[src/rtl/uart_tx_pkg.sv]
// rtl/uart_tx_pkg.sv - shared types and constants for the UART TX frame scheduler
package uart_tx_pkg;

  typedef enum logic [1:0] {
    IDLE = 2'd0,
    HDR  = 2'd1,
    XFER = 2'd2,
    DONE = 2'd3
  } state_t;

  localparam logic [7:0] SOF_BYTE = 8'hA5;

  localparam int REQ_DEBUG = 0;
  localparam int REQ_ECHO  = 1;

endpackage

[src/rtl/uart_tx_scheduler_rr_arbiter.sv]
// rtl/uart_tx_scheduler_rr_arbiter.sv - combinational round-robin pick starting after last_grant
module rr_arbiter #(
  parameter int NUM_REQ = 2,
  parameter int IDX_W   = 1
) (
  input  logic [NUM_REQ-1:0] req_valid,
  input  logic [IDX_W-1:0]   last_grant,
  output logic [NUM_REQ-1:0] sel,
  output logic [IDX_W-1:0]   selIdx
);

  int  cand;
  logic found;

  // Search last_grant+1 .. last_grant+NUM_REQ so the previous owner is tried last.
  always_comb begin
    sel    = '0;
    selIdx = '0;
    found  = 1'b0;
    cand   = 0;
    for (int k = 1; k <= NUM_REQ; k++) begin
      cand = int'(last_grant) + k;
      if (cand >= NUM_REQ) cand = cand - NUM_REQ;
      if (!found && req_valid[cand]) begin
        found     = 1'b1;
        sel[cand] = 1'b1;
        selIdx    = IDX_W'(cand);
      end
    end
  end

endmodule

[src/rtl/uart_tx_scheduler.sv]
// rtl/uart_tx_scheduler.sv - frame-granular round-robin writer into the UART TX FIFO
// Optional SOF/ID header per frame with UART_TX_FRAME_HEADER_EN.
module uart_tx_scheduler
  import uart_tx_pkg::*;
#(
  parameter int NUM_REQ = 2,
  parameter int LEN_W   = 8
) (
  input  logic                     clock,
  input  logic                     reset,
  input  logic [NUM_REQ-1:0]       req_valid,
  input  logic [NUM_REQ*LEN_W-1:0] req_len,
  input  logic [NUM_REQ*8-1:0]     req_data,
  output logic [NUM_REQ-1:0]       grant,
  output logic [LEN_W-1:0]         byte_idx,
  output logic [NUM_REQ-1:0]       req_done,
  input  logic                     fifo_full,
  output logic                     fifo_wr,
  output logic [7:0]               fifo_data,
  output logic                     busy
);

  localparam int IDX_W = (NUM_REQ > 1) ? $clog2(NUM_REQ) : 1;

  state_t               stateQ, stateD;
  logic [NUM_REQ-1:0]   grantQ, grantD;
  logic [IDX_W-1:0]     selQ, selD;
  logic [IDX_W-1:0]     lastGrantQ, lastGrantD;
  logic [LEN_W-1:0]     lenQ, lenD;
  logic [LEN_W-1:0]     byteIdxQ, byteIdxD;
  logic [NUM_REQ-1:0]   arbSel;
  logic [IDX_W-1:0]     arbIdx;
`ifdef UART_TX_FRAME_HEADER_EN
  logic                 hdrQ, hdrD;
`endif

  rr_arbiter #(
    .NUM_REQ (NUM_REQ),
    .IDX_W   (IDX_W)
  ) uArb (
    .req_valid  (req_valid),
    .last_grant (lastGrantQ),
    .sel        (arbSel),
    .selIdx     (arbIdx)
  );

  always_ff @(posedge clock or negedge reset) begin
    if (!reset) begin
      stateQ     <= IDLE;
      grantQ     <= '0;
      selQ       <= '0;
      lastGrantQ <= IDX_W'(NUM_REQ - 1);
      lenQ       <= '0;
      byteIdxQ   <= '0;
`ifdef UART_TX_FRAME_HEADER_EN
      hdrQ       <= 1'b0;
`endif
    end else begin
      stateQ     <= stateD;
      grantQ     <= grantD;
      selQ       <= selD;
      lastGrantQ <= lastGrantD;
      lenQ       <= lenD;
      byteIdxQ   <= byteIdxD;
`ifdef UART_TX_FRAME_HEADER_EN
      hdrQ       <= hdrD;
`endif
    end
  end

  always_comb begin
    stateD     = stateQ;
    grantD     = grantQ;
    selD       = selQ;
    lastGrantD = lastGrantQ;
    lenD       = lenQ;
    byteIdxD   = byteIdxQ;
    fifo_wr    = 1'b0;
    fifo_data  = 8'h00;
`ifdef UART_TX_FRAME_HEADER_EN
    hdrD       = hdrQ;
`endif
    case (stateQ)
      IDLE: begin
        if (|req_valid) begin
          grantD   = arbSel;
          selD     = arbIdx;
          lenD     = req_len[int'(arbIdx)*LEN_W +: LEN_W];
          byteIdxD = '0;
`ifdef UART_TX_FRAME_HEADER_EN
          hdrD     = 1'b0;
          stateD   = HDR;
`else
          stateD   = (lenD == '0) ? DONE : XFER;
`endif
        end
      end
`ifdef UART_TX_FRAME_HEADER_EN
      HDR: begin
        fifo_wr   = !fifo_full;
        fifo_data = hdrQ ? {5'b0, 3'(selQ)} : SOF_BYTE;
        if (fifo_wr) begin
          if (hdrQ) stateD = (lenQ == '0) ? DONE : XFER;
          else      hdrD   = 1'b1;
        end
      end
`endif
      XFER: begin
        fifo_wr   = !fifo_full;
        fifo_data = req_data[int'(selQ)*8 +: 8];
        // The last byte leaves byte_idx at len_q-1 rather than wrapping past it.
        if (fifo_wr) begin
          if (byteIdxQ == lenQ - LEN_W'(1)) stateD   = DONE;
          else                              byteIdxD = byteIdxQ + LEN_W'(1);
        end
      end
      DONE: begin
        grantD     = '0;
        lastGrantD = selQ;
        stateD     = IDLE;
      end
      default: stateD = IDLE;
    endcase
  end

  assign grant    = grantQ;
  assign byte_idx = byteIdxQ;
  assign busy     = (stateQ != IDLE);
  assign req_done = (stateQ == DONE) ? grantQ : '0;

endmodule
[config.mk]
export PLATFORM = sky130hd
export DESIGN_NAME = uart_tx_scheduler
export DESIGN_NICKNAME = d
export VERILOG_FILES = /design/src/rtl/uart_tx_pkg.sv /design/src/rtl/uart_tx_scheduler_rr_arbiter.sv /design/src/rtl/uart_tx_scheduler.sv
export SDC_FILE = /design/constraint.sdc
export NUM_CORES = 1
export LEC_CHECK = 0
export BUFFER_PORTS_ARGS = -buffer_cell sky130_fd_sc_hd__buf_4
export CORE_MARGIN = 1.5
export CORE_UTILIZATION = 54
export CTS_BUF_LIST = sky130_fd_sc_hd__clkbuf_4
export DETAILED_ROUTE_END_ITERATION = 16
export PLACE_DENSITY = 0.88
export SKIP_LAST_GASP = 1
export SLEW_MARGIN = 10
export SYNTH_ARGS = -nofsm -noshare
export SYNTH_HDL_FRONTEND = slang
export SYNTH_SLANG_ARGS = --single-unit
export TNS_END_PERCENT = 50
[constraint.sdc]
create_clock -name clock -period 3.7 [get_ports clock]
set_clock_uncertainty 0.2 [all_clocks]
set_input_delay 0.37 -clock clock [delete_from_list [all_inputs] [get_ports clock]]
set_output_delay 0.37 -clock clock [all_outputs]
set_load 0.05 [all_outputs]
== Yosys cells after proc, flatten, opt, wreduce, memory -nomap -nowiden ==
Cells that the tools add are included.

* Output and inout bits: 22
* Word-level logic and storage cells: 74
* Input port bits: 37
* Register bits after elaboration: 22

* Reductions and logical operators: 15
* Shift-type cells: 2
* Multiplexer cells: 31
* $lt $le $gt $ge: 6
* Add/subtract/negate cells: 6
* Bitwise gates (word level): 1
* Eq/ne operators: 7

{| class="wikitable"
|+ Operator list
! cell !! number
|-
| $ge 32x1->1 const B || 2
|-
| $ge 32x3->1 const B || 2
|-
| $lt 32x3->1 const B || 2
|-
| $mux 32 || 2
|-
| $sub 32x3->32 const B || 2
|-
| $mux 8 || 4
|-
| $shiftx 16x5->8 || 2
|-
| $pmux 8 s2 || 1
|-
| $mux 2 || 7
|-
| $mux 1 || 13
|-
| $add 8x1->8 const B || 1
|-
| $eq 8x8->1 || 1
|-
| $logic_not 8->1 || 1
|-
| $ne 2x2->1 const B || 4
|-
| $pmux 2 s2 || 2
|-
| $sub 8x1->8 const B || 1
|-
| $reduce_bool 2->1 || 3
|-
| $eq 2x2->1 const B || 2
|-
| $reduce_and 2->1 || 2
|-
| $reduce_and 4->1 || 1
|-
| $add 1x2->3 const B || 1
|-
| $logic_and 1x1->1 || 3
|-
| $reduce_and 3->1 || 1
|-
| $add 1x1->2 const B || 1
|-
| 5 further kinds || 7
|}

== Longest topological paths before layout ==
* Word-level depth: 15
* Gate-level depth with buffers: 9

== By module ==
A second synthesis with hierarchy kept.

* Cell total of the unflattened synthesis: 176
* Area, all modules: 1517.7 µm²

{| class="wikitable"
|+ Modules (own cells, without submodules)
! module !! area an instance (µm²) !! instances !! sequential area each (µm²) !! cells an instance
|-
| uart_tx_scheduler || 1491.4 || 1 || 551.8 || 172
|-
| rr_arbiter || 26.3 || 1 || 0.0 || 4
|}

== Worst setup path after synthesis ==
Ideal clock, no wire load.

* Kind: register -> register
* Start point: reg byteIdxQ[5] (netlist: byte_idx[5])
* End point: reg byteIdxQ[0] (netlist: byte_idx[0])
* Stages on the path, launching flop included: 7
* Library setup time: 0.125 ns
* Buffers on the path: 0
* Clock period less this slack: 2.541 ns
* Path slack: 1.159 ns
* Required time: 3.375 ns
* Arrival time: 2.216 ns
* Cell sequence: dfrtp_1 or3b_1 or4_1 o311ai_1 a21oi_4 o21ai_4 mux2_4

* Longest elaborated chain between the ends: 3

{| class="wikitable"
|+ RTL lines
! what !! RTL line !! source
|-
| from (decl) || uart_tx_scheduler.sv:30 || <nowiki>logic [LEN_W-1:0] byteIdxQ, byteIdxD;</nowiki>
|-
| from (signal assigned) || uart_tx_scheduler.sv:64 || <nowiki>byteIdxQ <= byteIdxD;</nowiki>
|-
| $eq 8x8->1 || uart_tx_scheduler.sv:113 || <nowiki>if (byteIdxQ == lenQ - LEN_W'(1)) stateD = DONE;</nowiki>
|-
| $ne 2x2->1 (no line) || n/a ||
|-
| $reduce_and 4->1 (no line) || n/a ||
|}

Every way passes these cells.
A chain may end at the register's enable or synchronous reset.

== Worst setup path in the final report ==
* Start point: reg lenQ[0]
* End point: reg byteIdxQ[0] (netlist: byte_idx[0])

* Longest elaborated chain between the ends: 4

{| class="wikitable"
|+ RTL lines
! what !! RTL line !! source
|-
| from (decl) || uart_tx_scheduler.sv:29 || <nowiki>logic [LEN_W-1:0] lenQ, lenD;</nowiki>
|-
| from (signal assigned) || uart_tx_scheduler.sv:63 || <nowiki>lenQ <= lenD;</nowiki>
|-
| $sub 8x1->8 || uart_tx_scheduler.sv:113 ||
|-
| $eq 8x8->1 || uart_tx_scheduler.sv:113 ||
|-
| $ne 2x2->1 (no line) || n/a ||
|-
| $reduce_and 4->1 (no line) || n/a ||
|}

Every way passes these cells.

==> impl_results.html <==
<table>
<tr><th>Metric</th><th>Value</th></tr>
<tr><th colspan="2">Run status</th></tr>
<tr><td>Outcome</td><td>finished, final reports clean</td></tr>
<tr><th colspan="2">STA</th></tr>
<tr><td>Maximum achievable frequency</td><td>about 360 MHz</td></tr>
<tr><td>Final number of setup-violating endpoints</td><td>0</td></tr>
<tr><td>Max-slew violation count</td><td>0</td></tr>
<tr><td>Part of the cycle the worst path needs</td><td>74.1%</td></tr>
<tr><td>Endpoints failing hold</td><td>0</td></tr>
<tr><td>Setup tns final</td><td>0 ns</td></tr>
<tr><td>Headroom to the max-slew limit</td><td>20.0%</td></tr>
<tr><td>Shortest period the worst path allows</td><td>about 2.7 ns</td></tr>
<tr><td>Transition time of the tightest slew-check pin</td><td>1.20 ns</td></tr>
<tr><td>Unrepaired setup endpoints after global routing</td><td>no</td></tr>
<tr><td>Worst setup slack after layout</td><td>0.959 ns</td></tr>
<tr><th colspan="2">Critical path</th></tr>
<tr><td>WP buf/inv</td><td>1</td></tr>
<tr><td>Reg-to-reg critical path endpoint</td><td>byte_idx[0]$_DFFE_PN0P_</td></tr>
<tr><td>Peak per-stage delay on the critical path</td><td>0.45 ns</td></tr>
<tr><td>Start of the worst register-to-register path</td><td>lenQ[0]$_DFFE_PN0P_</td></tr>
<tr><td>Capture point of the worst path</td><td>byte_idx[0]$_DFFE_PN0P_</td></tr>
<tr><td>Top Family by Delay on Critical Path</td><td>compound AO/OA/AOI/OAI gates</td></tr>
<tr><td>Setup crit start kind</td><td>register</td></tr>
<tr><td>Type of element capturing the critical path</td><td>register</td></tr>
<tr><td>Worst-path fanout max</td><td>7</td></tr>
<tr><td>Depth of the worst register-to-register path</td><td>8</td></tr>
<tr><td>Number of cells on the critical path</td><td>8</td></tr>
<tr><td>Launch point of the worst path</td><td>lenQ[0]$_DFFE_PN0P_</td></tr>
<tr><td>Critical path class</td><td>reg -&gt; reg</td></tr>
<tr><td>Reg2Reg Setup Slack</td><td>0.96 ns</td></tr>
<tr><td>Data arrival time of the critical path</td><td>2.76 ns</td></tr>
<tr><td>Cell Chain, Critical Path</td><td>inv_1 &gt; ha_1 &gt; nor3b_1 &gt; and3_1 &gt; o2111ai_1 &gt; a211o_1 &gt; o21ai_4 &gt; mux2_4</td></tr>
<tr><td>Critical-path cell with the highest stage delay</td><td>dfrtp_1</td></tr>
<tr><td>Data required time of the critical path</td><td>between 3 and 4 ns</td></tr>
<tr><th colspan="2">Power and ir drop</th></tr>
<tr><td>Leakage component of the power</td><td>about 0.97 nW</td></tr>
<tr><td>Ratio of total power to cell area</td><td>773 mW/mm^2</td></tr>
<tr><td>Peak ir drop on the vdd network</td><td>0.661 mV</td></tr>
<tr><th colspan="2">Place</th></tr>
<tr><td>Routability-driven placement congestion ratio</td><td>0.897</td></tr>
<tr><td>Post-detailed-placement half-perimeter wirelength</td><td>around 3200 um</td></tr>
<tr><td>Post-place instance area</td><td>0.00196 sq mm</td></tr>
<tr><td>Worst slack at placement</td><td>1.05 ns</td></tr>
<tr><td>Number of I/O port buffers</td><td>just under 60</td></tr>
<tr><th colspan="2">Synth</th></tr>
<tr><td>Gate count after technology mapping</td><td>171</td></tr>
<tr><td>Post-Syn Nets</td><td>between 200 and 250</td></tr>
<tr><td>Syn Area/Cell</td><td>8.80 sq um</td></tr>
<tr><td>Portion of the post-synthesis area used by sequential elements</td><td>36.7%</td></tr>
<tr><td>Netlist area before placement</td><td>0.00151 sq mm</td></tr>
<tr><td>Post-synth top area cell</td><td>dfrtp_1</td></tr>
<tr><td>Number of library cell types mapped by synthesis</td><td>45</td></tr>
<tr><td>Post-synthesis sequential element count</td><td>22</td></tr>
<tr><td>Post-synth top area share</td><td>34.9%</td></tr>
<tr><td>Yosys warning count</td><td>0</td></tr>
<tr><td>Largest cells by area after synthesis</td><td>dfrtp_1 35%, mux2i_1 11%, xor2_1 5.2%, nor2_1 5.0%, nand2_1 4.7%</td></tr>
<tr><th colspan="2">Clocking</th></tr>
<tr><td>Post-CTS clock slew at the launch and capture registers of the worst setup and hold paths</td><td>roughly 0.12 ns</td></tr>
<tr><td>Cell at the root of the clock tree</td><td>clkbuf_4</td></tr>
<tr><td>Post-cts resize count</td><td>0</td></tr>
<tr><td>Maximum buffer depth of the clock tree</td><td>2</td></tr>
<tr><td>Number of buffers inserted by hold repair at cts</td><td>1</td></tr>
<tr><td>Clock insertion delay at the later pin of the skew report</td><td>0.32 ns</td></tr>
<tr><td>TritonCTS clock tree</td><td>yes</td></tr>
<tr><td>Sinks on Clock Net</td><td>22</td></tr>
<tr><td>Total setup buffers inserted after CTS</td><td>0</td></tr>
<tr><td>Number of levels the H-tree was split into</td><td>1</td></tr>
<tr><td>Number of CTS-inserted buffers</td><td>3</td></tr>
<tr><th colspan="2">Finish</th></tr>
<tr><td>Antenna cell count</td><td>0</td></tr>
<tr><td>Post-synthesis to final-layout area growth</td><td>32.3%</td></tr>
<tr><td>Final #Nets</td><td>268</td></tr>
<tr><td>Fraction of final layout cells with drive strength greater than 1</td><td>a little under a third</td></tr>
<tr><td>Final std cell area, no fill</td><td>around 0.002 sq mm</td></tr>
<tr><th colspan="2">Die</th></tr>
<tr><td>Placeable core region</td><td>around 0.0026 sq mm</td></tr>
<tr><td>Horizontal extent of the die</td><td>55.8 um</td></tr>
<tr><td>Floorplan row count</td><td>18</td></tr>
<tr><td>Initial core utilization</td><td>58.6%</td></tr>
<tr><td>I/O pin total</td><td>59</td></tr>
<tr><td>Total die area</td><td>~0.0031 sq mm</td></tr>
<tr><td>Chip height</td><td>55.8 um</td></tr>
<tr><th colspan="2">Routing</th></tr>
<tr><td>Final routed wirelength across all metal layers</td><td>4000 um</td></tr>
<tr><td>First drt pass iteration count</td><td>4</td></tr>
<tr><td>Drt via density</td><td>slightly below 6</td></tr>
<tr><td>Average wire per cell in the routed design</td><td>15.5 um</td></tr>
<tr><td>Initial DRC Count</td><td>66</td></tr>
<tr><td>Number of nets with antenna violations after detailed routing</td><td>0</td></tr>
<tr><td>Post-route DRC</td><td>0</td></tr>
<tr><td>Count of vias placed by the detailed router</td><td>between 1500 and 2000</td></tr>
<tr><th colspan="2">GRT</th></tr>
<tr><td>Global-route wire length before repair</td><td>6840 um</td></tr>
<tr><td>Overall global routing resource usage</td><td>27.6%</td></tr>
<tr><td>Vias in the first global route</td><td>1549</td></tr>
<tr><td>Pin count of the biggest net entering global routing</td><td>23</td></tr>
<tr><td>Grt total ovfl</td><td>0</td></tr>
<tr><td>Initial antenna violation count</td><td>0</td></tr>
<tr><th colspan="2">Job</th></tr>
<tr><td>Max Cap Violations</td><td>0</td></tr>
<tr><th colspan="2">Hold path</th></tr>
<tr><td>Worst hold path class</td><td>in -&gt; reg</td></tr>
</table>
[routing by layer]
layer / global-route usage [%] / wire length, um
met1: 29.7 / 1530
met2: 52.6 / 2150
met3: 5.12 / 246
met4: 10.5 / 78
met5: 0 / 0
[cells in the mapped netlist, drive strengths merged]
master,instances
nand3b,1
or2,2
a31o,1
or4,2
dfstp,1
nor2,20
nor4,5
nor3b,2
and3,3
dfrtp,21
and3b,1
a211o,1
o21ai,16
nand2,19
or3b,1
a21oi,8
nor4b,1
nor3,2
nand2b,4
a211oi,1
a311o,1
nand3,3
xnor2,2
and2,1
mux2,2
mux2i,16
nand4b,1
clkbuf,6
or3,1
o2111ai,1
o211ai,2
xor2,9
o221ai,1
o31ai,2
o311ai,1
inv,7
ha,2
o221a,1
[worst min-delay path by stage]
| stage | startpoint | end | cells past startpoint |
|---|---|---|---|
| finish | req_len[11] | lenQ[3]$_DFFE_PN0P_ | 3 |
| detailed placement | reset | lenQ[7]$_DFFE_PN0P_ | 1 |
| global placement | reset | lenQ[7]$_DFFE_PN0P_ | 1 |
| floorplan | reset | byte_idx[0]$_DFFE_PN0P_ | 0 |
| CTS | req_len[11] | lenQ[3]$_DFFE_PN0P_ | 3 |
| global route | req_len[3] | lenQ[3]$_DFFE_PN0P_ | 3 |
[cell type report]
| type | count | area, sq um |
|---|---|---|
| Tap cell | 30 | 37.5 |
| Timing Repair Buffer | 59 | 445 |
| Inverter | 7 | 26.3 |
| Sequential cell | 22 | 552 |
| Multi-Input combinational cell | 136 | 905 |
| Clock inverter | 1 | 3.75 |
| Fill cell | 176 | 576 |
| Clock buffer | 3 | 22.5 |
[per-stage QoR]
step	total power, mW	hold slack (ns)	std cells	utilization (%)
global placement	1.37	0.0667	253	76.2
floorplan	1.15	-0.126	171	-
CTS	1.54	0.136	258	77.6
global route	1.64	0.144	258	77.6
finish	1.54	0.142	258	77.6
detailed placement	1.42	0.0754	253	76.2
[flip-flops by register name, indices dropped and copies added (netlist names)]
signal      flops
byte_idx        8
grant           2
lastGrantQ      1
lenQ            8
selQ            1
stateQ          2
[layout by cell type (no fill, tap or decap), types with 2 or more instances in the layout]
cell      count
xor2_1        9
inv_1         7
o211ai_1      2
buf_4        58
dfrtp_1      21
nand3_1       3
nor3_1        2
o21ai_0       9
o21ai_1       6
o31ai_1       2
nand2b_1      4
ha_1          2
clkbuf_4      3
nor4_1        5
nor3b_1       2
and3_1        3
nor2_1       20
a21oi_1       6
xnor2_1       2
nand2_1      19
mux2i_1      16
[where the power goes]
| group | internal [mW] | leakage, nW | switching, mW | total, mW |
|---|---|---|---|---|
| combinational | 0.350 | 0.671 | 0.610 | 0.960 |
| sequential | 0.328 | 0.280 | 0.135 | 0.463 |
| clock | 0.0396 | 0.0154 | 0.0766 | 0.116 |
[kinds of logic (layout without fill, tap and decap cells)]
logic type	after synthesis	count (layout)	share of synthesized area, %
muxes	18	18	12.4
and+or+nand+nor	69	69	23.1
AOI/OAI and AO/OA	36	36	16.5
buffers and inverters	13	70	3.24
xor gates and xnor gates	11	11	6.40
DFF	22	22	36.7
adders and majority gates	2	2	1.66
[tightest hold or removal path: stages]
cell and delay, ns:
buf_4 0.08, mux2i_1 0.05, o21ai_0 0.13
No activity file was read; power rests on OpenSTA's default activity.
